### src/rtl/nios_system_descriptor_mem_arbiter_pkg.sv
// Shared constants and types for the descriptor-memory arbiter.
// The lock state type is only referenced when ARB_LOCK_EN is defined.
package nios_system_desc_arb_pkg;

    localparam int DESC_ADDR_W     = 11;
    localparam int DESC_DATA_W     = 32;
    localparam int DESC_BE_W       = 4;
    localparam int DESC_RD_LATENCY = 1;

    typedef enum logic {
        UNLOCKED = 1'b0,
        LOCKED   = 1'b1
    } lock_state_t;

endpackage

### src/rtl/nios_system_descriptor_mem_arbiter_if.sv
// Bundles the requester-side Avalon-MM signals and the memory-port signals.
// req_lock exists only when ARB_LOCK_EN is defined.
interface nios_system_descriptor_mem_arbiter_if
    import nios_system_desc_arb_pkg::*;
#(
    parameter int NUM_REQ = 2,
    parameter int ADDR_W  = DESC_ADDR_W,
    parameter int DATA_W  = DESC_DATA_W,
    parameter int BE_W    = DESC_BE_W
);
    logic [NUM_REQ*ADDR_W-1:0] req_address;
    logic [NUM_REQ-1:0]        req_read;
    logic [NUM_REQ-1:0]        req_write;
    logic [NUM_REQ*DATA_W-1:0] req_writedata;
    logic [NUM_REQ*BE_W-1:0]   req_byteenable;
    logic [NUM_REQ-1:0]        req_waitrequest;
    logic [DATA_W-1:0]         req_readdata;
    logic [NUM_REQ-1:0]        req_readdatavalid;
`ifdef ARB_LOCK_EN
    logic [NUM_REQ-1:0]        req_lock;
`endif
    logic [ADDR_W-1:0]         mem_address;
    logic                      mem_chipselect;
    logic                      mem_write;
    logic [DATA_W-1:0]         mem_writedata;
    logic [BE_W-1:0]           mem_byteenable;
    logic                      mem_clken;
    logic [DATA_W-1:0]         mem_readdata;

`ifdef ARB_LOCK_EN
    modport slave (
        input  req_address, req_read, req_write, req_writedata, req_byteenable, req_lock,
        output req_waitrequest, req_readdata, req_readdatavalid,
        output mem_address, mem_chipselect, mem_write, mem_writedata, mem_byteenable, mem_clken,
        input  mem_readdata
    );
    modport master (
        output req_address, req_read, req_write, req_writedata, req_byteenable, req_lock,
        input  req_waitrequest, req_readdata, req_readdatavalid,
        input  mem_address, mem_chipselect, mem_write, mem_writedata, mem_byteenable, mem_clken,
        output mem_readdata
    );
`else
    modport slave (
        input  req_address, req_read, req_write, req_writedata, req_byteenable,
        output req_waitrequest, req_readdata, req_readdatavalid,
        output mem_address, mem_chipselect, mem_write, mem_writedata, mem_byteenable, mem_clken,
        input  mem_readdata
    );
    modport master (
        output req_address, req_read, req_write, req_writedata, req_byteenable,
        input  req_waitrequest, req_readdata, req_readdatavalid,
        input  mem_address, mem_chipselect, mem_write, mem_writedata, mem_byteenable, mem_clken,
        output mem_readdata
    );
`endif

endinterface

### src/rtl/nios_system_descriptor_mem_arbiter_rr_pick.sv
// Combinational round-robin picker: first requester found scanning from ptr_i
// upward (modulo NUM_REQ) wins; returns one-hot grant and its encoded index.
module nios_system_desc_rr_pick
    import nios_system_desc_arb_pkg::*;
#(
    parameter int NUM_REQ = 2,
    parameter int PTR_W   = 1
) (
    input  logic [NUM_REQ-1:0] req_i,
    input  logic [PTR_W-1:0]   ptr_i,
    output logic [NUM_REQ-1:0] grant_o,
    output logic [PTR_W-1:0]   idx_o,
    output logic               valid_o
);
    int unsigned      j;
    logic [PTR_W-1:0] j_idx;

    always_comb begin
        grant_o = '0;
        idx_o   = '0;
        valid_o = 1'b0;
        j       = 0;
        j_idx   = '0;
        for (int unsigned k = 0; k < NUM_REQ; k++) begin
            j     = (32'(ptr_i) + k) % NUM_REQ;
            j_idx = PTR_W'(j);
            if (!valid_o && req_i[j_idx]) begin
                valid_o        = 1'b1;
                idx_o          = j_idx;
                grant_o[j_idx] = 1'b1;
            end
        end
    end

endmodule

### src/rtl/nios_system_descriptor_mem_arbiter.sv
// Round-robin arbiter sharing one descriptor-memory port among NUM_REQ requesters.
// Define ARB_LOCK_EN to add req_lock and the UNLOCKED/LOCKED hold-the-grant FSM.
module nios_system_descriptor_mem_arbiter
    import nios_system_desc_arb_pkg::*;
#(
    parameter int NUM_REQ = 2,
    parameter int ADDR_W  = DESC_ADDR_W,
    parameter int DATA_W  = DESC_DATA_W,
    parameter int BE_W    = DESC_BE_W
) (
    input logic clk,
    input logic reset_n,
    nios_system_descriptor_mem_arbiter_if.slave bus
);
    localparam int PTR_W = (NUM_REQ > 1) ? $clog2(NUM_REQ) : 1;
    localparam logic [PTR_W-1:0] LAST_IDX = PTR_W'(NUM_REQ - 1);

    logic [NUM_REQ-1:0] req;
    logic [NUM_REQ-1:0] pick_req;
    logic [NUM_REQ-1:0] grant;
    logic [PTR_W-1:0]   win_idx;
    logic               any_grant;
    logic               win_read;
    logic [PTR_W-1:0]   rr_ptr_q, rr_ptr_d;
    logic               rd_pend_q, rd_pend_d;
    logic [PTR_W-1:0]   rd_owner_q, rd_owner_d;

    function automatic logic [PTR_W-1:0] ptr_after(input logic [PTR_W-1:0] i);
        return (i == LAST_IDX) ? '0 : i + 1'b1;
    endfunction

    assign req = bus.req_read | bus.req_write;

`ifdef ARB_LOCK_EN
    lock_state_t        lock_state_q, lock_state_d;
    logic [PTR_W-1:0]   lock_owner_q, lock_owner_d;
    logic [NUM_REQ-1:0] owner_mask;

    always_comb begin
        owner_mask               = '0;
        owner_mask[lock_owner_q] = 1'b1;
    end

    // While locked, only the owner is eligible; reset masks everyone.
    assign pick_req = !reset_n ? '0 :
                      (lock_state_q == LOCKED) ? (req & owner_mask) : req;
`else
    assign pick_req = reset_n ? req : '0;
`endif

    nios_system_desc_rr_pick #(
        .NUM_REQ (NUM_REQ),
        .PTR_W   (PTR_W)
    ) u_pick (
        .req_i   (pick_req),
        .ptr_i   (rr_ptr_q),
        .grant_o (grant),
        .idx_o   (win_idx),
        .valid_o (any_grant)
    );

    // Write wins over a simultaneous read; that read gets no response.
    assign win_read = any_grant & ~bus.req_write[win_idx] & bus.req_read[win_idx];

    assign bus.req_waitrequest = req & ~grant;
    assign bus.req_readdata    = bus.mem_readdata;
    assign bus.mem_address     = bus.req_address[win_idx*ADDR_W +: ADDR_W];
    assign bus.mem_writedata   = bus.req_writedata[win_idx*DATA_W +: DATA_W];
    assign bus.mem_byteenable  = bus.req_byteenable[win_idx*BE_W +: BE_W];
    assign bus.mem_chipselect  = any_grant;
    assign bus.mem_write       = any_grant & bus.req_write[win_idx];
    assign bus.mem_clken       = 1'b1;

    always_comb begin
        bus.req_readdatavalid = '0;
        if (rd_pend_q) bus.req_readdatavalid[rd_owner_q] = 1'b1;
    end

    assign rd_pend_d  = win_read;
    assign rd_owner_d = win_idx;

    always_comb begin
        rr_ptr_d = rr_ptr_q;
`ifdef ARB_LOCK_EN
        lock_state_d = lock_state_q;
        lock_owner_d = lock_owner_q;
        unique case (lock_state_q)
            UNLOCKED: begin
                if (any_grant) begin
                    if (bus.req_lock[win_idx]) begin
                        lock_state_d = LOCKED;
                        lock_owner_d = win_idx;
                    end else begin
                        rr_ptr_d = ptr_after(win_idx);
                    end
                end
            end
            LOCKED: begin
                // Any grant here is to the owner, so it completes before release.
                if (!bus.req_lock[lock_owner_q] && (any_grant || !req[lock_owner_q])) begin
                    lock_state_d = UNLOCKED;
                    rr_ptr_d     = ptr_after(lock_owner_q);
                end
            end
            default: lock_state_d = UNLOCKED;
        endcase
`else
        if (any_grant) rr_ptr_d = ptr_after(win_idx);
`endif
    end

    always_ff @(posedge clk or negedge reset_n) begin
        if (!reset_n) begin
            rr_ptr_q   <= '0;
            rd_pend_q  <= 1'b0;
            rd_owner_q <= '0;
        end else begin
            rr_ptr_q   <= rr_ptr_d;
            rd_pend_q  <= rd_pend_d;
            rd_owner_q <= rd_owner_d;
        end
    end

`ifdef ARB_LOCK_EN
    always_ff @(posedge clk or negedge reset_n) begin
        if (!reset_n) begin
            lock_state_q <= UNLOCKED;
            lock_owner_q <= '0;
        end else begin
            lock_state_q <= lock_state_d;
            lock_owner_q <= lock_owner_d;
        end
    end
`endif

endmodule

### src/flat_wrapper.sv
// flat-port wrapper written by rule: the top's interface ports become plain ports
module nios_system_descriptor_mem_arbiter_flat import nios_system_desc_arb_pkg::*;
#(
    parameter int NUM_REQ = 2,
    parameter int ADDR_W  = DESC_ADDR_W,
    parameter int DATA_W  = DESC_DATA_W,
    parameter int BE_W    = DESC_BE_W
)
  (clk, reset_n, bus_req_address, bus_req_read, bus_req_write, bus_req_writedata, bus_req_byteenable, bus_req_waitrequest, bus_req_readdata, bus_req_readdatavalid, bus_mem_address, bus_mem_chipselect, bus_mem_write, bus_mem_writedata, bus_mem_byteenable, bus_mem_clken, bus_mem_readdata);
  nios_system_descriptor_mem_arbiter_if #(.NUM_REQ(NUM_REQ), .ADDR_W(ADDR_W), .DATA_W(DATA_W), .BE_W(BE_W)) bus_i ();
  input logic clk;
  input logic reset_n;
  input wire logic [$bits(bus_i.req_address)-1:0] bus_req_address;
  input wire logic [$bits(bus_i.req_read)-1:0] bus_req_read;
  input wire logic [$bits(bus_i.req_write)-1:0] bus_req_write;
  input wire logic [$bits(bus_i.req_writedata)-1:0] bus_req_writedata;
  input wire logic [$bits(bus_i.req_byteenable)-1:0] bus_req_byteenable;
  output wire logic [$bits(bus_i.req_waitrequest)-1:0] bus_req_waitrequest;
  output wire logic [$bits(bus_i.req_readdata)-1:0] bus_req_readdata;
  output wire logic [$bits(bus_i.req_readdatavalid)-1:0] bus_req_readdatavalid;
  output wire logic [$bits(bus_i.mem_address)-1:0] bus_mem_address;
  output wire logic [$bits(bus_i.mem_chipselect)-1:0] bus_mem_chipselect;
  output wire logic [$bits(bus_i.mem_write)-1:0] bus_mem_write;
  output wire logic [$bits(bus_i.mem_writedata)-1:0] bus_mem_writedata;
  output wire logic [$bits(bus_i.mem_byteenable)-1:0] bus_mem_byteenable;
  output wire logic [$bits(bus_i.mem_clken)-1:0] bus_mem_clken;
  input wire logic [$bits(bus_i.mem_readdata)-1:0] bus_mem_readdata;
  assign bus_i.req_address = bus_req_address;
  assign bus_i.req_read = bus_req_read;
  assign bus_i.req_write = bus_req_write;
  assign bus_i.req_writedata = bus_req_writedata;
  assign bus_i.req_byteenable = bus_req_byteenable;
  assign bus_req_waitrequest = bus_i.req_waitrequest;
  assign bus_req_readdata = bus_i.req_readdata;
  assign bus_req_readdatavalid = bus_i.req_readdatavalid;
  assign bus_mem_address = bus_i.mem_address;
  assign bus_mem_chipselect = bus_i.mem_chipselect;
  assign bus_mem_write = bus_i.mem_write;
  assign bus_mem_writedata = bus_i.mem_writedata;
  assign bus_mem_byteenable = bus_i.mem_byteenable;
  assign bus_mem_clken = bus_i.mem_clken;
  assign bus_i.mem_readdata = bus_mem_readdata;
  nios_system_descriptor_mem_arbiter #(.NUM_REQ(NUM_REQ), .ADDR_W(ADDR_W), .DATA_W(DATA_W), .BE_W(BE_W)) u_core (.clk(clk), .reset_n(reset_n), .bus(bus_i));
endmodule
### config.mk
export PLATFORM = sky130hd
export DESIGN_NAME = nios_system_descriptor_mem_arbiter_flat
export DESIGN_NICKNAME = d
export VERILOG_FILES = /design/src/rtl/nios_system_descriptor_mem_arbiter_pkg.sv /design/src/rtl/nios_system_descriptor_mem_arbiter_if.sv /design/src/rtl/nios_system_descriptor_mem_arbiter_rr_pick.sv /design/src/rtl/nios_system_descriptor_mem_arbiter.sv /design/src/flat_wrapper.sv
export SDC_FILE = /design/constraint.sdc
export NUM_CORES = 1
export LEC_CHECK = 0
export CAP_MARGIN = 20
export CORE_AREA = 3 3 84 86
export CTS_BUF_LIST = sky130_fd_sc_hd__clkbuf_4 sky130_fd_sc_hd__clkbuf_8
export DETAILED_ROUTE_END_ITERATION = 10
export DIE_AREA = 0 0 87 89
export DONT_BUFFER_PORTS = 1
export GPL_ROUTABILITY_DRIVEN = 0
export PLACE_DENSITY = 0.38
export SYNTH_ARGS = -nofsm -noshare
export SYNTH_HDL_FRONTEND = slang
export SYNTH_SLANG_ARGS = --single-unit
### constraint.sdc
create_clock -name clk -period 2.91 [get_ports clk]
set_input_delay 0.291 -clock clk [delete_from_list [all_inputs] [get_ports clk]]
set_output_delay 0.291 -clock clk [all_outputs]
set_load 0.005 [all_outputs]
==> flow_metrics.py, run 1 <==
metrics = {
    "hold_path": {
        "hold_class": "primary input to register",
        "whs_path_depth": 1,
    },
    "synth": {
        "postSynthAreaPerCell_sq_um": 9.76,
        "yosys_warnings": 0,
        "syn-cell-area_sq_um": 1090,
        "synth_seq_cells": 3,
        "syn_inst": 112,
        "synth_nets": 244,
        "yosys.cell_types.count": 20,
        "yosysSeqAreaShare_pct": 6.86,
    },
    "clock_tree": {
        "cts_resized": 0,
        "cts_tree": "done",
        "clkTransAtPathRegs_ns": 0.04,
        "cts.path.max_buffers": 2,
        "cts_max_level": 1,
        "cts_buffers": 3,
        "hold_buffers": 1,
        "clockRootBuffer": "clkbuf_8",
        "post_cts_buffers": 0,
        "clock-sinks": 3,
        "insertion_delay_ns": 0.21,
    },
    "sta": {
        "finalCriticalPeriod_ns": 1.95,
        "slew_violations": 0,
        "layout_setup_ws_ns": 0.959,
        "fmaxAchievable_mhz": 513,
        "clock-skew-final_ns": 0.00566,
        "fin_crit_sh_pct": 67.0,
        "rsz0062_at_grt": "false",
        "hold_ws_ns": 0.218,
        "setup-tns-final_ns": 0,
        "hold_viol": 0,
        "setup_viol": 0,
    },
    "critical_path": {
        "path_buf_inv": 1,
        "max_stage_delay_ns": 0.45,
        "endpoint_kind": "output port",
        "path_depth": 3,
        "cp_max_fo": 27,
        "reg2reg_slack_ns": 1.76,
        "path_cells": "o21ai_4, buf_4, mux2_2",
        "cp_slowest_cell": "dfrtp_1",
        "start_kind": "register",
        "path_class": "register to output port",
        "cp_top_family": "flip-flops",
        "r2r_cells": 3,
        "critPathRequiredTime_ns": 2.62,
        "cp.arrival_ns": 1.66,
    },
    "pwr": {
        "seqPwrFrac_pct": 14.6,
        "p_sw_share_pct": 32.3,
        "power.net_switching_uw": 120,
        "clkPwrFrac_pct": 35.4,
        "combPwrFrac_pct": 50.0,
        "vdd_ir_drop_max_mv": 0.0763,
        "p_leak_uw": 0.000426,
        "intPower_uw": 251,
        "power.density_nw_per_um2": 379,
    },
    "route": {
        "drtIter0Drc": 38,
        "drc": 0,
        "wire_per_inst_um": 23.4,
        "drt_wl_total_um": 3700,
        "via_per_inst": 4.73,
        "vias": 747,
        "drtPass1Iterations": 4,
        "final_antenna_net_count": 0,
    },
    "placement": {
        "io_buffers": 0,
        "dp_hpwl_um": 3360,
        "pre_cts_slack_ns": 1.19,
    },
    "die": {
        "dieWidth_um": 87,
        "dieHeight_um": 89,
        "ios": 218,
        "core_sq_um": 6350,
        "rows": 29,
        "fp.dieArea_sq_um": 7740,
        "initial_core_util_pct": 17.2,
    },
    "outcome": {
        "status": "complete, no violations",
    },
    "final_layout": {
        "fin_nets": 214,
        "syn_to_final_growth_pct": -10.4,
        "diodes": 0,
        "drive_gt1_share_pct": 66.7,
    },
    "grt": {
        "first_global_vias": 785,
        "grt_use_total_pct": 7.41,
        "grt_pass1_wl_um": 4250,
        "grt_max_degree": 28,
        "grt_overflow_total": 0,
        "grt_antenna_before_repair": 0,
    },
    "flow_run": {
        "maxCapViolations": 0,
    },
}
[stage by stage]
stage | total power, uW | util, % | cells | area [sq um]
2_1_floorplan | 252 | - | 112 | 1090
3_3_place_gp | 240 | 14.5 | 153 | 921
3_5_place_dp | 244 | 14.5 | 153 | 921
4_1_cts | 376 | 15.4 | 158 | 980
5_1_grt | 396 | 15.4 | 158 | 980
6_report | 371 | 15.4 | 158 | 980
[cell type report]
cell class	count	area, sq um
timing repair buffer	3	25.0
tap	77	96.3
clock buffer	4	48.8
inverter	3	11.3
multi-input combinational	68	723
fill	690	5370
sequential	3	75.1
[state kept, by name, indices dropped and copies added, names as in the netlist]
| register | count |
|---|---|
| u_core.rr_ptr_q | 1 |
| u_core.rd_owner_q | 1 |
| u_core.rd_pend_q | 1 |
[Yosys cell counts (all sizes together)]
| library cell | n | area share (%) |
|---|---|---|
| dfrtp | 3 | 6.9 |
| and2 | 1 | 0.57 |
| nor2 | 4 | 1.4 |
| a21boi | 1 | 0.69 |
| conb | 1 | 0.34 |
| mux2 | 47 | 55 |
| a211oi | 1 | 0.69 |
| buf | 38 | 27 |
| a21oi | 3 | 1.4 |
| nand2 | 2 | 0.69 |
| o21a | 2 | 1.4 |
| inv | 3 | 1.0 |
| o21ai | 3 | 1.7 |
| nand2b | 1 | 0.57 |
| o22ai | 1 | 0.57 |
| nor2b | 1 | 0.57 |
[power by group through the flow]
stage               logic [uW]  registers [uW]  clock network (uW)
floorplan                  200            51.8                   0
global placement           187            53.3                   0
detailed placement         189            54.4                   0
CTS                        191            53.8                 131
global route               204            54.8                 138
finish                     185            54.0                 131
[layout by cell type (no fill, tap or decap)]
cell type,n
nand2_1,2
o21ai_0,2
mux2_4,19
o21a_1,2
dlygate4sd3_1,1
a21oi_1,3
a21boi_0,1
and2_1,1
dfrtp_1,3
nand2b_1,1
mux2_2,28
clkbuf_8,3
o21ai_4,1
nor2_1,4
conb_1,1
o22ai_1,1
clkbuf_4,1
inv_1,3
nor2b_1,1
a211oi_1,1
buf_4,2
[kinds of logic after synthesis]
logic type      Yosys count  synth area share [%]
buf+inv                  41                  27.7
other cells               1                 0.343
mux                      47                  54.9
compound gates           11                  6.41
flops                     3                  6.86
simple gates              9                  3.78
[path summary, 6_finish.rpt]
kind | startpoint | end
max in group asynchronous | reset_n | u_core.rd_owner_q
worst max register to register | u_core.rr_ptr_q | u_core.rd_owner_q
worst min register to register | u_core.rr_ptr_q | u_core.rr_ptr_q
min in group asynchronous | reset_n | u_core.rr_ptr_q
worst min-delay path | reset_n | u_core.rd_pend_q
worst max-delay path | u_core.rr_ptr_q | bus_mem_writedata[25]
[per-layer routing]
layer / wire length, um / GRT usage, % / vias up
li1: - / - / 292
met3: 710 / 4.24 / 22
met5: 0 / 0 / -
met1: 825 / 4.86 / 320
met2: 2030 / 15.3 / 113
met4: 136 / 4.25 / 0
Power figures use the tool's default switching activity.
==> run 2: changes to the inputs <==
- clock period: 2.91 -> 2.03 ns (I/O delays scaled with it)
==> results of run 2 <==
Same layout as run 1 (identical final DEF). Status: complete, no violations.
Among the figures that moved: setup slack after placement 1.19 ns -> 0.395 ns; setup slack after layout 0.959 ns -> 0.167 ns; hold slack 0.218 ns -> 0.130 ns; register-to-register setup slack 1.76 ns -> 0.88 ns; total power 371 uW -> 532 uW; worst IR drop on VDD 0.0763 mV -> 0.109 mV
